$ cat config.mk
export PLATFORM = sky130hd
export DESIGN_NAME = clint_timer
export DESIGN_NICKNAME = d
export VERILOG_FILES = /design/src/rtl/clint_pkg.sv /design/src/rtl/clint_prescaler.sv /design/src/rtl/clint_timer.sv
export SDC_FILE = /design/constraint.sdc
export NUM_CORES = 1
export LEC_CHECK = 0
export ABC_AREA = 0
export CAP_MARGIN = 15
export CORE_UTILIZATION = 43
export CTS_BUF_LIST = sky130_fd_sc_hd__clkbuf_8
export DETAILED_ROUTE_END_ITERATION = 16
export GPL_TIMING_DRIVEN = 0
export SETUP_SLACK_MARGIN = 0.15
export SYNTH_ARGS = -nofsm -noshare
export SYNTH_HDL_FRONTEND = slang
export SYNTH_SLANG_ARGS = --single-unit
$ cat constraint.sdc
create_clock -name clk -period 2.6 [get_ports clk]
set_input_delay 0.78 -clock clk [delete_from_list [all_inputs] [get_ports clk]]
set_output_delay 0.78 -clock clk [all_outputs]
set_load 0.01 [all_outputs]
$ cat src/rtl/clint_pkg.sv
// clint_pkg: register offsets, reset values and shared helpers for the CLINT timer.
package clint_pkg;

  typedef logic [63:0] clint_time_t;

  localparam logic [31:0] CLINT_MSIP_OFF        = 32'h0000_0000;
  localparam logic [31:0] CLINT_MTIMECMP_LO_OFF = 32'h0000_4000;
  localparam logic [31:0] CLINT_MTIMECMP_HI_OFF = 32'h0000_4004;
  localparam logic [31:0] CLINT_MTIME_LO_OFF    = 32'h0000_BFF8;
  localparam logic [31:0] CLINT_MTIME_HI_OFF    = 32'h0000_BFFC;

  localparam clint_time_t MTIMECMP_RST = 64'hFFFF_FFFF_FFFF_FFFF;

  typedef enum logic [2:0] {
    REG_NONE,
    REG_MSIP,
    REG_CMP_LO,
    REG_CMP_HI,
    REG_TIME_LO,
    REG_TIME_HI
  } clint_reg_e;

  typedef enum logic {
    BUS_IDLE,
    BUS_ACK
  } bus_state_e;

  // Expects a word-aligned byte address; anything unmapped decodes to REG_NONE.
  function automatic clint_reg_e clint_decode(input logic [31:0] adr);
    clint_reg_e r;
    case (adr)
      CLINT_MSIP_OFF:        r = REG_MSIP;
      CLINT_MTIMECMP_LO_OFF: r = REG_CMP_LO;
      CLINT_MTIMECMP_HI_OFF: r = REG_CMP_HI;
      CLINT_MTIME_LO_OFF:    r = REG_TIME_LO;
      CLINT_MTIME_HI_OFF:    r = REG_TIME_HI;
      default:               r = REG_NONE;
    endcase
    return r;
  endfunction

  function automatic logic [31:0] clint_merge(input logic [31:0] old_val,
                                              input logic [31:0] wdata,
                                              input logic [3:0]  sel);
    logic [31:0] res;
    res = old_val;
    for (int i = 0; i < 4; i++) begin
      if (sel[i]) res[i*8 +: 8] = wdata[i*8 +: 8];
    end
    return res;
  endfunction

endpackage

$ cat src/rtl/clint_prescaler.sv
// clint_prescaler: free-running 0..PRESCALE-1 counter; tick is high on the last count.
module clint_prescaler
  import clint_pkg::*;
#(
  parameter int PRESCALE = 1
) (
  input  logic clk,
  input  logic reset_n,
  output logic tick
);

  localparam int CNT_W = (PRESCALE > 1) ? $clog2(PRESCALE) : 1;
  localparam logic [CNT_W-1:0] CNT_LAST = CNT_W'(PRESCALE - 1);

  logic [CNT_W-1:0] cnt_q, cnt_d;

  always_comb begin
    tick  = (cnt_q == CNT_LAST);
    cnt_d = tick ? '0 : cnt_q + CNT_W'(1);
  end

  always_ff @(posedge clk) begin
    if (!reset_n) cnt_q <= '0;
    else          cnt_q <= cnt_d;
  end

endmodule

$ cat src/rtl/clint_timer.sv
// clint_timer: CLINT mtime/mtimecmp on a Wishbone-classic slave, level timer interrupt.
// Define CLINT_MSIP_EN to implement msip[0] at offset 0x0000 and drive soft_int.
module clint_timer
  import clint_pkg::*;
#(
  parameter int PRESCALE = 1,
  parameter int ADDR_W   = 16
) (
  input  logic              clk,
  input  logic              reset_n,
  input  logic              wb_cyc_i,
  input  logic              wb_stb_i,
  input  logic              wb_we_i,
  input  logic [ADDR_W-1:0] wb_adr_i,
  input  logic [31:0]       wb_dat_i,
  input  logic [3:0]        wb_sel_i,
  output logic [31:0]       wb_dat_o,
  output logic              wb_ack_o,
  output logic              timer_int,
  output logic              soft_int
);

  bus_state_e  state_q, state_d;
  logic [31:0] dat_q, dat_d;
  clint_time_t mtime_q, mtime_d;
  clint_time_t mtimecmp_q, mtimecmp_d;
  logic        timer_int_q, timer_int_d;

  logic        tick;
  logic        req;
  logic        wr_en;
  logic        msip_bit;
  logic [31:0] adr_word;
  logic [31:0] rdata;
  clint_reg_e  reg_sel;

  clint_prescaler #(.PRESCALE(PRESCALE)) u_prescaler (
    .clk     (clk),
    .reset_n (reset_n),
    .tick    (tick)
  );

  assign adr_word = 32'(wb_adr_i) & 32'hFFFF_FFFC;
  assign reg_sel  = clint_decode(adr_word);
  assign req      = wb_cyc_i & wb_stb_i;

  always_comb begin
    rdata = '0;
    case (reg_sel)
      REG_MSIP:    rdata = {31'b0, msip_bit};
      REG_CMP_LO:  rdata = mtimecmp_q[31:0];
      REG_CMP_HI:  rdata = mtimecmp_q[63:32];
      REG_TIME_LO: rdata = mtime_q[31:0];
      REG_TIME_HI: rdata = mtime_q[63:32];
      default:     rdata = '0;
    endcase
  end

  // The mandatory ACK state is what forces an idle cycle between acks on a held request.
  always_comb begin
    // NOTE: every output of a combinational block gets a default first so no path infers a latch.
    state_d = state_q;
    dat_d   = '0;
    wr_en   = 1'b0;
    case (state_q)
      BUS_IDLE: begin
        if (req) begin
          state_d = BUS_ACK;
          dat_d   = rdata;
          wr_en   = wb_we_i;
        end
      end
      BUS_ACK: state_d = BUS_IDLE;
      default: state_d = BUS_IDLE;
    endcase
  end

  // A bus write to either mtime half suppresses that cycle's increment entirely.
  always_comb begin
    mtime_d    = mtime_q;
    mtimecmp_d = mtimecmp_q;
    if (wr_en && reg_sel == REG_TIME_LO)
      mtime_d[31:0] = clint_merge(mtime_q[31:0], wb_dat_i, wb_sel_i);
    else if (wr_en && reg_sel == REG_TIME_HI)
      mtime_d[63:32] = clint_merge(mtime_q[63:32], wb_dat_i, wb_sel_i);
    else if (tick)
      mtime_d = mtime_q + 64'd1;

    if (wr_en && reg_sel == REG_CMP_LO)
      mtimecmp_d[31:0] = clint_merge(mtimecmp_q[31:0], wb_dat_i, wb_sel_i);
    if (wr_en && reg_sel == REG_CMP_HI)
      mtimecmp_d[63:32] = clint_merge(mtimecmp_q[63:32], wb_dat_i, wb_sel_i);

    timer_int_d = (mtime_q >= mtimecmp_q);
  end

  always_ff @(posedge clk) begin
    // NOTE: state flops use non-blocking assignment so every flop samples pre-edge values.
    if (!reset_n) begin
      state_q     <= BUS_IDLE;
      dat_q       <= '0;
      mtime_q     <= '0;
      mtimecmp_q  <= MTIMECMP_RST;
      timer_int_q <= 1'b0;
    end else begin
      state_q     <= state_d;
      dat_q       <= dat_d;
      mtime_q     <= mtime_d;
      mtimecmp_q  <= mtimecmp_d;
      timer_int_q <= timer_int_d;
    end
  end

`ifdef CLINT_MSIP_EN
  logic msip_q, msip_d;

  always_comb begin
    msip_d = msip_q;
    if (wr_en && reg_sel == REG_MSIP && wb_sel_i[0]) msip_d = wb_dat_i[0];
  end

  always_ff @(posedge clk) begin
    if (!reset_n) msip_q <= 1'b0;
    else          msip_q <= msip_d;
  end

  assign msip_bit = msip_q;
`else
  assign msip_bit = 1'b0;
`endif

  assign wb_ack_o  = (state_q == BUS_ACK);
  assign wb_dat_o  = dat_q;
  assign timer_int = timer_int_q;
  assign soft_int  = msip_bit;

endmodule
==> reports/metrics.yaml <==
sta:
  max_freq_ghz: 0.401
  holdWs_ps: 520
  fin_crit_sh_pct: 95.8
  rsz0062_at_grt: "true"
  setup_viol: 0
  maxSlewViolCount: 0
  min_period_ps: 2490
  finalHoldViolations: 0
  relSlewSlack_pct: 27.7
  worst_pin_slew_ps: 1080
  finClkSkew_ps: 15.5
cts:
  cts_tree: "yes"
  clock_latency_ps: 480
  cts.sinks: 163
  cts_root_buf: "clkbuf_8"
  cts.clk_slew.worst_paths_ps: 90
  hold_buffers: 0
  cts_made_buffers: 17
  clk_path_buf_depth: 2
  htree_levels: 4
global_route:
  antenna_found_initial: 0
  grt_start_max_net_pins: 17
  grt_usage_pct: 33.6
  grt_pass1_vias: 10200
  grt_pass1_wl_um: 61100
  grt_overflow_total: 0
routing:
  drt_iter0_drc: 1294
  via_per_inst: 6.21
  post_drt_wl_per_cell_um: 23.0
  drt_wl_total_um: 40700
  routed-via-count: 11000
  dr.pass1.iters: 8
  drc: 0
  detail-route-antenna-nets: 0
finish:
  final_cell_mix: "152 x nand2_1, 146 x dfxtp_1, 114 x a21oi_1, 80 x nor2_1, 76 x inv_1"
  nets: 1571
  final_common_cell: "nand2_1"
  areaGrowthSynthToFinish_pct: 30.4
  drive_gt1_share_pct: 19.0
  diodes: 0
setup_path:
  worst_setup_path_start_kind: "input port"
  worst_ep_required_time_ps: 2980
  slowest_delay_ps: 540
  end_kind: "register"
  rr_worst_depth: 7
  r2r-end: "timer_int"
  cp_cell_sequence: "buf_8, nand4b_1, or4_4, buf_12, nor3_4, buf_6, buf_12, nand2_2, o31a_1, o31ai_1"
  worstSetupPathType: "in -> reg"
  crit_fanout: 7
  ff2ff_setup_slack_ps: 210
  critPathArrivalTime_ps: 2870
  r2r_start: "mtime_q[38]"
  critPathSlowestCell: "or4_4"
  cp_common_cell: "buf_12"
power_and_ir_drop:
  p_clk_share_pct: 42.7
  pwr-share-seq_pct: 48.4
  netSwitchingFraction_pct: 26.5
  p_per_area_nw_per_um2: 391
  p_sw_mw: 1.37
  power_frac_comb_pct: 8.9
  p_total_mw: 5.17
  power_leakage_nw: 5.61
  intPower_mw: 3.80
  ir_drop_v: 0.000287
die:
  io_pins: 92
  start_util_pct: 44.4
  die_h_um: 156
  die_x_um: 156
  placementRows: 55
  die-area_um2: 24200
  core_um2: 22800
run_status:
  outcome: "completed"
placed_design:
  dp_hpwl_um: 29100
  numPortBuffers: 87
  place.gp.congestion: 0.980
worst_hold_path:
  hold_depth: 2
  hold_class: "reg -> reg"
  min_from: "mtimecmp_q[46]"
  worstHoldEndpoint: "mtimecmp_q[46]"
synth:
  ys_types: 71
  ys_ff_latch: 163
  synth_area_per_cell_um2: 7.91
  syn-instance-count: 1281
  syn-cell-area_um2: 10100
  synth_edf_count: 0
  async_flop_share_pct: 0
  synth_ff_type: "dfxtp_1"
  ys_seq_area_share_pct: 32.2
  yosys_warnings: 0
run:
  cap_violations: 0
## synthesized netlist by cell type, types with 9 or more instances
| master | number | area (um2) |
|---|---|---|
| nand4_1 | 27 | 169 |
| and3_1 | 10 | 62.6 |
| nor3_1 | 17 | 85.1 |
| dfxtp_1 | 163 | 3260 |
| ha_1 | 65 | 813 |
| o22ai_1 | 38 | 238 |
| nor2_1 | 82 | 308 |
| o32ai_1 | 11 | 96.3 |
| a31oi_1 | 17 | 106 |
| o221a_2 | 12 | 135 |
| a21oi_1 | 122 | 611 |
| a21o_1 | 17 | 128 |
| o211ai_1 | 71 | 533 |
| nor4_1 | 17 | 106 |
| buf_2 | 24 | 120 |
| o21ai_0 | 32 | 160 |
| inv_1 | 75 | 282 |
| and2_1 | 50 | 313 |
| nand3_1 | 35 | 175 |
| mux2i_1 | 33 | 330 |
| clkbuf_1 | 51 | 191 |
| o31ai_1 | 9 | 67.6 |
| nand2_1 | 157 | 589 |
## cells by family (layout without fill, tap and decap cells)
kind of cell | after synthesis | count (layout) | synth area share, %
AO/OA/AOI/OAI | 404 | 404 | 27.0
adder cells (fa/ha/maj) | 65 | 65 | 8.02
buffers and inverters | 162 | 340 | 6.59
flip-flops | 163 | 163 | 32.2
multiplexers | 36 | 36 | 3.59
other | 1 | 2 | 0.0370
AND/OR/NAND/NOR | 450 | 450 | 22.6
## layer usage
| layer | global-route usage, % | routed length [um] |
|---|---|---|
| met1 | 45.6 | 17600 |
| met2 | 51.3 | 17700 |
| met3 | 4.79 | 3590 |
| met4 | 18.2 | 1940 |
| met5 | 0 | 0 |
## state kept, by name, indices dropped and copies added, names as in the netlist
register	cells
mtime_q	64
mtimecmp_q	64
timer_int	1
u_prescaler.cnt_q	1
wb_ack_o	1
wb_dat_o	32
## power by group through the flow
stage | clock network [mW] | registers (mW) | logic (mW)
after detailed placement | 0 | 2.56 | 0.391
after global routing | 2.31 | 2.51 | 0.477
after global placement | 0 | 2.56 | 0.393
final | 2.21 | 2.50 | 0.460
after floorplan | 0 | 2.56 | 0.168
after CTS | 2.21 | 2.51 | 0.418
## worst max-delay path, delay by kind of cell
kind            cells  cell delay, ps
buf+inv             4             590
simple gates        4            1120
compound gates      2             360
## how the worst max path moves through the flow
| stage | depth (start not counted) | slack (ps) | end | startpoint |
|---|---|---|---|---|
| after floorplan | 8 | 100 | mtime_q[21] | wb_adr_i[14] |
| after global placement | 7 | -1560 | wb_dat_o[31] | wb_adr_i[13] |
| after detailed placement | 8 | -1190 | mtimecmp_q[15] | wb_stb_i |
| after CTS | 7 | 150 | mtime_q[51] | mtime_q[3] |
| after global routing | 10 | 70 | mtime_q[40] | wb_adr_i[14] |
| final | 10 | 110 | mtime_q[40] | wb_adr_i[14] |
## through the flow
stage	instances	setup TNS, ps	instance area [um2]	setup WS [ps]	util (%)
floorplan	1282	0	10300	99.0	-
global placement	1682	-162460	11500	-1560	50.4
detailed placement	1684	-149790	11500	-1190	50.5
finish	1773	0	13200	109	57.9
global route	1773	0	13200	67.0	57.9
CTS	1756	0	12700	148	55.8
## area by class of cell
class / instances / area (um2)
plain buffers: 87 / 644
clock buffers: 17 / 234
clock inverters: 13 / 209
fillers: 2144 / 9630
inverters: 75 / 282
multi-input cells: 957 / 6750
flip-flops and latches: 163 / 3290
well taps: 313 / 392
repair buffers: 148 / 1420
## timing repair
action	CTS	global route
buffers inserted	39	13
setup endpoints to repair	161	123
cloned	3	4
endpoints found under the hold margin	0	0
pin swaps	23	22
gates resized for setup	153	114
Power figures use the tool's default switching activity.
